`src/rtl/signed_mac_acc_pkg.sv`:
```
// Shared types and constants for the signed accumulate stage.
// Latency: n/a (package only).
// Backpressure: n/a (package only).
package gsm_pkg;

    // Default configuration matching the multiplier it normally follows.
    localparam int P_W_DEF   = 16;
    localparam int ACC_W_DEF = 24;
    localparam int CNT_N_DEF = 8;

    // ACC: taking products; HOLD: a finished block waits for the consumer.
    typedef enum logic {
        ST_ACC  = 1'b0,
        ST_HOLD = 1'b1
    } state_t;

    // Largest positive two's-complement value representable in w bits.
    function automatic logic signed [63:0] sat_max(input int w);
        return (64'sd1 <<< (w - 1)) - 64'sd1;
    endfunction

    // Most negative two's-complement value representable in w bits.
    function automatic logic signed [63:0] sat_min(input int w);
        return -(64'sd1 <<< (w - 1));
    endfunction

endpackage

```
`src/rtl/signed_mac_acc_sat_add.sv`:
```
// Saturating signed adder: acc + addend clamped to the ACC_W range.
// Latency: combinational.
// Backpressure: none, pure function of its inputs.
module sat_add
    import gsm_pkg::*;
#(
    parameter int ACC_W = ACC_W_DEF
) (
    input  logic signed [ACC_W-1:0] i_acc,
    input  logic signed [ACC_W-1:0] i_add,
    output logic signed [ACC_W-1:0] o_sum,
    output logic                    o_clamp
);

    localparam logic signed [ACC_W-1:0] C_MAX = ACC_W'(sat_max(ACC_W));
    localparam logic signed [ACC_W-1:0] C_MIN = ACC_W'(sat_min(ACC_W));

    // One guard bit is enough: the sum of two ACC_W values fits ACC_W+1.
    logic signed [ACC_W:0] w_wide;

    assign w_wide = {i_acc[ACC_W-1], i_acc} + {i_add[ACC_W-1], i_add};

    // Overflow shows as guard bit and sign bit disagreeing; the guard bit
    // carries the true sign and so picks which rail to clamp to.
    always_comb begin
        o_sum   = w_wide[ACC_W-1:0];
        o_clamp = 1'b0;
        if (w_wide[ACC_W] != w_wide[ACC_W-1]) begin
            o_clamp = 1'b1;
            o_sum   = w_wide[ACC_W] ? C_MIN : C_MAX;
        end
    end

endmodule

```
`src/rtl/signed_mac_acc.sv`:
```
// Sums CNT_N signed products with saturation and a sticky per-block overflow flag.
// Latency: result valid the cycle after the CNT_N-th accepted product.
// Backpressure: in_ready drops while a finished block waits for out_ready.
module signed_mac_acc
    import gsm_pkg::*;
#(
    parameter int P_W   = P_W_DEF,
    parameter int ACC_W = ACC_W_DEF,
    parameter int CNT_N = CNT_N_DEF
) (
    input  logic             clk,
    input  logic             rst,
    input  logic             clr,
    input  logic             in_valid,
    output logic             in_ready,
    input  logic [P_W-1:0]   in_p,
    output logic             out_valid,
    input  logic             out_ready,
    output logic [ACC_W-1:0] out_sum,
    output logic             out_ovf
);

    localparam int              CNT_W  = (CNT_N > 1) ? $clog2(CNT_N) : 1;
    localparam logic [CNT_W-1:0] C_LAST = CNT_W'(CNT_N - 1);

    state_t                  r_state;
    logic signed [ACC_W-1:0] r_acc;
    logic [CNT_W-1:0]        r_cnt;
    logic                    r_ovf_s;
    logic [ACC_W-1:0]        r_out_sum;
    logic                    r_out_ovf;
    logic                    r_out_valid;

    state_t                  w_state_nxt;
    logic signed [ACC_W-1:0] w_acc_nxt;
    logic [CNT_W-1:0]        w_cnt_nxt;
    logic                    w_ovf_s_nxt;
    logic [ACC_W-1:0]        w_out_sum_nxt;
    logic                    w_out_ovf_nxt;
    logic                    w_out_valid_nxt;

    logic signed [ACC_W-1:0] w_p_ext;
    logic signed [ACC_W-1:0] w_sum;
    logic                    w_clamp;
    logic                    w_accept;

    assign w_p_ext  = ACC_W'($signed(in_p));
    assign in_ready = (r_state == ST_ACC);
    assign w_accept = in_valid && in_ready;

    assign out_valid = r_out_valid;
    assign out_sum   = r_out_sum;
    assign out_ovf   = r_out_ovf;

    sat_add #(
        .ACC_W (ACC_W)
    ) u_sat_add (
        .i_acc   (r_acc),
        .i_add   (w_p_ext),
        .o_sum   (w_sum),
        .o_clamp (w_clamp)
    );

    // Next-state and register update logic; clr overrides any handshake.
    always_comb begin
        w_state_nxt     = r_state;
        w_acc_nxt       = r_acc;
        w_cnt_nxt       = r_cnt;
        w_ovf_s_nxt     = r_ovf_s;
        w_out_sum_nxt   = r_out_sum;
        w_out_ovf_nxt   = r_out_ovf;
        w_out_valid_nxt = r_out_valid;

        if (clr) begin
            w_state_nxt     = ST_ACC;
            w_acc_nxt       = '0;
            w_cnt_nxt       = '0;
            w_ovf_s_nxt     = 1'b0;
            w_out_valid_nxt = 1'b0;
        end else begin
            case (r_state)
                ST_ACC: begin
                    if (w_accept) begin
                        if (r_cnt == C_LAST) begin
                            w_out_sum_nxt   = w_sum;
                            w_out_ovf_nxt   = r_ovf_s | w_clamp;
                            w_out_valid_nxt = 1'b1;
                            w_acc_nxt       = '0;
                            w_cnt_nxt       = '0;
                            w_ovf_s_nxt     = 1'b0;
                            w_state_nxt     = ST_HOLD;
                        end else begin
                            w_acc_nxt   = w_sum;
                            w_cnt_nxt   = r_cnt + CNT_W'(1);
                            w_ovf_s_nxt = r_ovf_s | w_clamp;
                        end
                    end
                end
                ST_HOLD: begin
                    if (out_ready) begin
                        w_out_valid_nxt = 1'b0;
                        w_state_nxt     = ST_ACC;
                    end
                end
                default: begin
                    w_state_nxt = ST_ACC;
                end
            endcase
        end
    end

    // State, accumulator and output registers; reset clears everything at once.
    always_ff @(posedge clk or posedge rst) begin
        if (rst) begin
            r_state     <= ST_ACC;
            r_acc       <= '0;
            r_cnt       <= '0;
            r_ovf_s     <= 1'b0;
            r_out_sum   <= '0;
            r_out_ovf   <= 1'b0;
            r_out_valid <= 1'b0;
        end else begin
            r_state     <= w_state_nxt;
            r_acc       <= w_acc_nxt;
            r_cnt       <= w_cnt_nxt;
            r_ovf_s     <= w_ovf_s_nxt;
            r_out_sum   <= w_out_sum_nxt;
            r_out_ovf   <= w_out_ovf_nxt;
            r_out_valid <= w_out_valid_nxt;
        end
    end

endmodule

```
`config.mk`:
```
export PLATFORM = sky130hd
export DESIGN_NAME = signed_mac_acc
export DESIGN_NICKNAME = d
export VERILOG_FILES = /design/src/rtl/signed_mac_acc_pkg.sv /design/src/rtl/signed_mac_acc_sat_add.sv /design/src/rtl/signed_mac_acc.sv
export SDC_FILE = /design/constraint.sdc
export NUM_CORES = 1
export LEC_CHECK = 0
export CAP_MARGIN = 20
export CORE_UTILIZATION = 45
export CTS_CLUSTER_SIZE = 16
export DETAILED_ROUTE_END_ITERATION = 12
export DONT_BUFFER_PORTS = 1
export SYNTH_ARGS = -nofsm -noshare
export SYNTH_HDL_FRONTEND = slang
export SYNTH_SLANG_ARGS = --single-unit
```
`constraint.sdc`:
```
create_clock -name clk -period 3.2 [get_ports clk]
set_input_delay 0.32 -clock clk [delete_from_list [all_inputs] [get_ports clk]]
set_output_delay 0.32 -clock clk [all_outputs]
set_load 0.02 [all_outputs]
```
Word-level counts from Yosys, hierarchy flattened:

Index checks and enable logic that the tools add are counted.

* add/sub/neg operators: 2
* equal/unequal tests: 6
* muxes and demuxes: 25
* bitwise gates (word level): 3
* reductions and logical operators: 5

Operator list (count)
* 24-bit two-way mux: 6
* 24-bit by 16-bit adder with 25-bit output: 1
* 1-bit two-way mux: 13
* 3-bit two-way mux: 4
* 3-bit by 2-bit inequality test with 1-bit output, second input constant: 2
* 1-bit one-hot mux with 2 select lines: 2
* 4-bit AND reduction: 1
* 3-bit by 1-bit adder with 3-bit output, second input constant: 1
* 3-bit equality test, second input constant: 1
* 3-bit inequality test, second input constant: 1
* 3-bit AND reduction: 1
* 2-bit inequality test, second input constant: 1
* 1-bit inverter: 2
* 2-bit AND reduction: 1
* 2-bit nonzero test: 1
* 1-bit logical AND: 1
* 1-bit inequality test: 1
* 1-bit bitwise OR: 1

* bits in registers: 55
* output and inout port bits: 27

Longest topological paths before layout:

Gate-level depths: netlist (run 1).

* depth in word-level cells: 8
* gate-level depth with buffers: 11
* depth with buffers taken out: 10

Hierarchy:

A second synthesis (run 1) with hierarchy kept.

* cell total of the unflattened synthesis: 419
* area total of the unflattened synthesis: 4040.1 um^2

Modules (own cells, without submodules)
* signed_mac_acc: times used 1, cells an instance 136, area an instance 2148.3 um^2
* sat_add: times used 1, cells an instance 283, area an instance 1891.8 um^2

Least setup slack after synthesis (run 1):

OpenSTA, ideal clock, no wires.

* kind: reg-to-reg
* from: reg r_acc[0]
* to: reg r_acc[22]
* data arrival time: 2700 ps
* setup slack: 371 ps
* cell stages (with the launch flop): 11
* path buffers: 0
* period minus slack after synthesis: 2829 ps
* cells stage by stage: dfrtp_1 > ha_1 > fa_1 > a211oi_2 > o211ai_2 > a221o_1 > a21o_1 > a311o_1 > xor2_1 > a211oi_2 > o21ai_1

* word-level cells in the longest chain between the ends: 7

Ends and longest elaborated chain
* start: declaration: line signed_mac_acc.sv:27 `logic signed [ACC_W-1:0] r_acc;`
* start signal: assignment: line signed_mac_acc.sv:124 `r_acc <= w_acc_nxt;`
* 24-bit by 16-bit adder with 25-bit output *: line signed_mac_acc_sat_add.sv:21 `assign w_wide = {i_acc[ACC_W-1], i_acc} + {i_add[ACC_W-1], i_add};`
* 24-bit two-way mux / 1-bit inequality test (equally long branches): line signed_mac_acc_sat_add.sv:30, signed_mac_acc_sat_add.sv:28
* 24-bit two-way mux *: line signed_mac_acc_sat_add.sv:28 `if (w_wide[ACC_W] != w_wide[ACC_W-1]) begin`
* 24-bit two-way mux *: line signed_mac_acc.sv:84 `if (r_cnt == C_LAST) begin`
* 24-bit two-way mux *: line signed_mac_acc.sv:83 `if (w_accept) begin`
* 24-bit two-way mux *: line signed_mac_acc.sv:81 `case (r_state)`
* 24-bit two-way mux *: line signed_mac_acc.sv:74 `if (clr) begin`

Mark *: on every way between the ends. The rest lies on a longest branch, timed or not. The select of a mux whose other input is x is not followed.
A chain may end at the register's enable or synchronous reset.

Worst setup path in the final report (run 1):

Ends and elaborated chain as after synthesis.

==> impl_metrics.py, run 1 <==
metrics = {
    "routing": {
        "drt_iter0_markers": 96,
        "routedWlPerCell_um": 16.8,
        "first_pass_iters": 4,
        "drc": 0,
        "vias_per_cell": 5.70,
        "vias": 2840,
        "route.antenna.remaining_nets": 0,
        "routed_wl_um": 8370,
    },
    "global_routing": {
        "grt_pass1_wl_um": 14300,
        "grt.total_usage_pct": 21.6,
        "top_usage_layer": "met2",
        "use_met2_pct": 35.2,
        "use_met3_pct": 3.96,
        "antenna_found_initial": 0,
        "use_met1_pct": 29.9,
        "grt_pass1_vias": 2958,
        "grt_max_degree": 32,
        "grt.overflow.total": 0,
    },
    "min_path": {
        "hold_depth": 1,
        "hold_class": "primary input to flop",
        "holdCritStartpoint": "clr",
        "hold_end": "r_cnt[2]",
    },
    "floorplan": {
        "die_x_um": 90.9,
        "ios": 48,
        "dieArea_um2": 8270,
        "row_count": 32,
        "die_h_um": 90.9,
        "core_area_um2": 7690,
        "start_util_pct": 46.3,
    },
    "critical_path": {
        "regToRegStartpoint": "r_acc[0]",
        "crit_start": "r_acc[0]",
        "required_ps": 3390,
        "rr_endpoint": "r_acc[22]",
        "start_kind": "flop",
        "cp_max_fo": 3,
        "rrSetupSlack_ps": 150,
        "reg2reg_depth": 11,
        "crit_arrival_ps": 3240,
        "cp-end-kind": "flop",
        "worstSetupPathType": "flop to flop",
    },
    "clock_network": {
        "clockRootBuffer": "clkbuf_8",
        "cts.path.max_buffers": 2,
        "clkLatencyLatePin_ps": 320,
        "tritoncts": "yes",
        "numCtsBuffers": 5,
        "htree_num_levels": 2,
        "path_clk_slew_ps": 110,
        "cts_sinks": 55,
    },
    "power": {
        "switching_share_pct": 38.1,
        "pwr-share-seq_pct": 33.7,
        "p_leak_nw": 1.73,
        "pwr-share-clk_pct": 18.9,
        "powerDensity_nw_per_um2": 631,
        "intPower_w": 0.00152,
        "vdd_drop_max_v": 0.000249,
        "p_comb_share_pct": 47.3,
        "power_w": 0.00245,
        "p_sw_w": 0.000933,
    },
    "logic_synthesis": {
        "ys_types": 53,
        "synth_top_area_share_pct": 38.7,
        "netlist_area_um2": 3560,
        "synth_fp_nets": 436,
        "synth_edf_count": 0,
        "async_flop_share_pct": 100,
        "ys_warn_count": 0,
        "yosysSeqAreaShare_pct": 38.7,
        "synth.avg_cell_area_um2": 9.17,
        "synthCells": 388,
        "yosysTopAreaCell": "dfrtp_1",
        "synth_area_leaders": "dfrtp_1 39%, ha_1 9.1%, nand2_1 6.8%",
        "ys_seq_elements": 55,
        "synth_flop_cell": "dfrtp_1",
    },
    "sta": {
        "tightestPinTransition_ps": 839,
        "finalMaxSlewViolations": 0,
        "maxSlewHeadroom_pct": 44.0,
        "setup_ws_ps": 153,
        "worst_clock_skew_ps": 16.9,
        "setup_violations": 0,
        "max_freq_ghz": 0.328,
        "finalHoldViolations": 0,
        "period_minus_slack_ps": 3050,
        "rsz0062_at_grt": "true",
        "fin_crit_sh_pct": 95.2,
    },
    "status": {
        "status": "finished, final reports clean",
    },
    "placement": {
        "preCtsSetupSlack_ps": 113,
        "place_congestion": 0.873,
        "dp_hpwl_um": 6040,
        "portBuffers": 0,
    },
    "cells_and_area": {
        "nNetsFinal": 444,
        "multi_input_area_um2": 2110,
        "drive_above_1_share_pct": 13.6,
        "n_fill_cell": 764,
        "syn_to_final_growth_pct": 9.18,
        "antenna_cells": 0,
        "register_area_um2": 1380,
    },
    "job": {
        "cap_violations": 0,
    },
}
==> repair_timing <==
action                                 4_1_cts  5_1_grt
endpoints found under the hold margin        5        0
setup endpoints to repair                    0       19
resized for setup                            0        6
buffers inserted                             0        4
hold buffers                                 1        0
==> area by class of cell <==
cell class              instances  share of cell area [%]
repair buffers                 17                    3.67
flip-flops and latches         55                    35.4
inverters                       7                   0.676
clock inverters                 2                   0.966
multi-input cells             310                    54.2
well taps                     102                    3.29
clock buffers                   5                    1.77
==> registers in the layout (all words and copies together), names as in the netlist <==
| register | cells |
|---|---|
| out_sum | 24 |
| r_acc | 24 |
| r_cnt | 3 |
| out_ovf | 1 |
| out_valid | 1 |
| r_ovf_s | 1 |
| r_state | 1 |
==> cell usage after synthesis, types with 6 or more instances <==
cell,n
dfrtp_1,55
o21ai_0,35
o21a_1,6
and2_1,7
ha_1,26
inv_1,7
a211oi_2,10
clkbuf_1,9
nand2_1,64
a21oi_1,23
a211oi_1,12
o21ai_1,25
xnor2_1,11
xor2_1,8
nor3_1,8
a21o_1,8
nor2_1,12
==> power groups by stage <==
stage | Clock, W | Sequential [W] | Combinational [W]
floorplan | 0 | 0.000825 | 0.000907
global placement | 0 | 0.000837 | 0.00110
detailed placement | 0 | 0.000839 | 0.00111
CTS | 0.000481 | 0.000827 | 0.00112
global route | 0.000502 | 0.000840 | 0.00129
finish | 0.000464 | 0.000827 | 0.00116
==> critical path, stage by stage, from the launching register on <==
cell and delay, ps:
dfrtp_1 390, ha_2 200, fa_2 380, a211oi_2 280, o211ai_2 140, buf_4 160
a221o_1 310, a21o_1 200, a311o_1 360, xor2_1 160, a211oi_2 250, o21ai_1 90
==> cell families (layout without fill, tap and decap cells) <==
group / Yosys count / after routing / share of synthesized area (%)
AOI/OAI and AO/OA: 149 / 149 / 28.1
and+or+nand+nor: 112 / 112 / 14.6
DFF: 55 / 55 / 38.7
adders and majority gates: 27 / 27 / 9.70
buffers and inverters: 23 / 31 / 2.99
xor gates and xnor gates: 19 / 19 / 4.68
muxes: 3 / 3 / 1.20
==> metrics by stage <==
step,TNS [ps],instances,cell area [um^2],util [%],hold slack [ps]
final,0,498,3880,50.5,53.7
after global routing,-14.5,498,3880,50.5,40.3
after CTS,0,494,3830,49.8,43.8
after detailed placement,0,486,3710,48.3,356
after global placement,0,486,3710,48.3,357
after floorplan,0,388,3560,-,406
==> metal layers <==
layer	share of wire, %	vias up
li1	-	1428
met3	3.3	7
met5	0	-
met1	50	1365
met2	46	40
met4	0.91	0
==> how the worst max path moves through the flow <==
stage / endpoint / slack [ps] / cells past startpoint
after global placement: r_acc[22] / 210 / 10
after floorplan: r_acc[22] / 370 / 10
after detailed placement: r_acc[7] / 110 / 11
after CTS: r_acc[7] / 80 / 11
after global routing: r_acc[11] / -8 / 11
final: r_acc[22] / 150 / 11
==> cell usage in the layout (no fill, tap or decap), types with 7 or more instances in the layout <==
cell type  instances
o21ai_1           25
ha_1              25
buf_4             15
and2_1             7
a211oi_1          10
a21oi_1           22
nor2_1            12
o21ai_0           35
nor3_1             7
xnor2_1           11
a211oi_2          12
dfrtp_1           55
nand2_1           64
a21o_1             8
xor2_1             8
No activity file was read; power rests on OpenSTA's default activity.
==> run 2, diff against run 1 <==
--- a/config.mk
+++ b/config.mk
@@ -6,10 +6,11 @@
 export NUM_CORES = 1
 export LEC_CHECK = 0
 export CAP_MARGIN = 20
-export CORE_UTILIZATION = 45
+export CORE_UTILIZATION = 30
 export CTS_CLUSTER_SIZE = 16
 export DETAILED_ROUTE_END_ITERATION = 12
 export DONT_BUFFER_PORTS = 1
+export GPL_TIMING_DRIVEN = 1
 export SYNTH_ARGS = -nofsm -noshare
 export SYNTH_HDL_FRONTEND = slang
 export SYNTH_SLANG_ARGS = --single-unit
==> run 2 against run 1 <==
  * The run now ends with hold timing left
  * Core utilization shrank 15 points
  * Combinational power grew 8%
  * Register-to-register slack worse by 96 ps
  * Worst hold slack got worse by 74 ps
  * Final area increased by 3.9%
  * Critical path type unchanged
  * Worst setup slack got worse by 96 ps
  * Critical endpoint is now r_acc[2]
  * Routed wire length grew 6.4%
  * Global-route usage decreased by 6.8 points
  * Sequential share of layout area shrank 1.3 points
  * Die area grew 49%
  * Maximum frequency is 3.0% lower
==> impl_metrics.py, run 2 (synthesized netlist as in run 1, its figures left out) <==
metrics = {
    "sta": {
        "finalHoldViolations": 27,
        "finalMaxSlewViolations": 0,
        "maxSlewHeadroom_pct": 47.8,
        "period_minus_slack_ps": 3140,
        "setup_ws_ps": 57.3,
        "fin_crit_sh_pct": 98.2,
        "hold_ws_ps": -20.2,
        "setup_violations": 0,
        "max_freq_ghz": 0.318,
        "tightestPinTransition_ps": 783,
        "rsz0062_at_grt": "true",
        "worst_clock_skew_ps": 7.77,
    },
    "routing": {
        "vias_per_cell": 5.31,
        "drc": 0,
        "route.antenna.remaining_nets": 0,
        "routedWlPerCell_um": 16.6,
        "vias": 2854,
        "drt_iter0_markers": 111,
        "first_pass_iters": 4,
        "routed_wl_um": 8900,
    },
    "clock_network": {
        "path_clk_slew_ps": 60,
        "htree_num_levels": 2,
        "clockRootBuffer": "clkbuf_16",
        "tritoncts": "yes",
        "cts.path.max_buffers": 2,
        "cts_sinks": 55,
        "clkLatencyLatePin_ps": 290,
        "numCtsBuffers": 5,
        "cts_hold_buf": 0,
    },
    "critical_path": {
        "required_ps": 3340,
        "cp-end-kind": "flop",
        "start_kind": "flop",
        "cp_max_fo": 11,
        "crit_arrival_ps": 3280,
        "worstSetupPathType": "flop to flop",
    },
    "floorplan": {
        "core_area_um2": 11500,
        "dieArea_um2": 12300,
        "row_count": 39,
        "die_x_um": 111,
        "die_h_um": 111,
        "ios": 48,
        "start_util_pct": 31.0,
    },
    "global_routing": {
        "grt_pass1_vias": 2895,
        "antenna_found_initial": 0,
        "grt.total_usage_pct": 14.8,
        "grt_max_degree": 29,
        "grt.overflow.total": 0,
        "grt_pass1_wl_um": 14800,
    },
    "power": {
        "p_leak_nw": 1.77,
        "powerDensity_nw_per_um2": 657,
        "p_sw_w": 0.000988,
        "switching_share_pct": 37.2,
        "vdd_drop_max_v": 0.000234,
        "pwr-share-clk_pct": 21.7,
        "intPower_w": 0.00167,
        "p_comb_share_pct": 47.2,
        "pwr-share-seq_pct": 31.1,
    },
    "placement": {
        "place_congestion": 0.812,
        "dp_hpwl_um": 6490,
        "preCtsSetupSlack_ps": 94.8,
        "portBuffers": 0,
    },
    "cells_and_area": {
        "n_fill_cell": 1137,
        "drive_above_1_share_pct": 14.5,
        "postLayoutCoreUtil_pct": 35.2,
        "syn_to_final_growth_pct": 13.5,
        "nNetsFinal": 441,
        "final_cell_mix": "64 x nand2_1, 55 x dfrtp_1, 32 x o21ai_0",
        "final_common_cell": "nand2_1",
        "antenna_cells": 0,
    },
    "status": {
        "failed_checks": "hold timing",
        "status": "finished, violations left",
    },
    "min_path": {
        "hold_class": "primary input to asynchronous set/reset pin",
    },
    "job": {
        "cap_violations": 0,
    },
}
run 2: stage by stage:
stage / hold slack (ps) / total power (W) / area (um^2) / std cells / setup TNS, ps
detailed placement: 319 / 0.00194 / 3730 / 523 / 0
global placement: 311 / 0.00193 / 3730 / 523 / 0
global route: 34.2 / 0.00284 / 4040 / 537 / -651
finish: -20.2 / 0.00265 / 4040 / 537 / 0
floorplan: 406 / 0.00173 / 3560 / 388 / 0
CTS: 5.75 / 0.00253 / 3890 / 531 / 0
run 2: metal layers:
metal | vias up | share of wire, % | global-route usage (%)
li1 | 1416 | - | -
met1 | 1375 | 50 | 20.8
met2 | 55 | 45 | 23.2
met3 | 8 | 4.7 | 3.34
met4 | 0 | 0.71 | 3.29
met5 | - | 0 | 0
run 2: final timing paths:
path	slack [ps]	start	depth (start not counted)	to
setup / recovery	60	r_acc[0]	11	r_acc[2]
max in group asynchronous	2420	rst	2	out_sum[12]
hold reg to reg	490	r_acc[11]	2	r_acc[11]
min in group clk	90	clr	1	r_cnt[2]
setup reg to reg	60	r_acc[0]	11	r_acc[2]
hold / removal	-20	rst	1	out_sum[2]
run 2: repair_timing:
item                                    CTS  global route
setup buffers                             0             6
endpoints found under the setup margin    0            30
resized for setup                         0            21
run 2: layout make-up:
type	instances	area, um^2	area share [%]
Sequential cell	55	1380	34.1
Multi-Input combinational cell	310	2180	54.0
Tap cell	143	179	4.43
Timing Repair Buffer	14	121	3.01
Clock buffer	8	156	3.87
Inverter	7	26.3	0.651
run 2: power groups by stage:
stage,Combinational [W],Sequential (W),Clock [W]
3_5_place_dp,0.00110,0.000838,0
2_1_floorplan,0.000907,0.000825,0
6_report,0.00125,0.000827,0.000576
5_1_grt,0.00138,0.000838,0.000619
4_1_cts,0.00111,0.000826,0.000589
3_3_place_gp,0.00109,0.000837,0
run 2: worst max-delay path, cell delays in order (launching register included):
cell	delay (ps)
dfrtp_1	400
ha_4	180
fa_2	430
a211oi_4	270
o211ai_2	140
a211oi_2	380
nor3_2	120
nor4_4	390
mux2i_4	150
buf_12	180
a211oi_2	250
o21ai_1	90
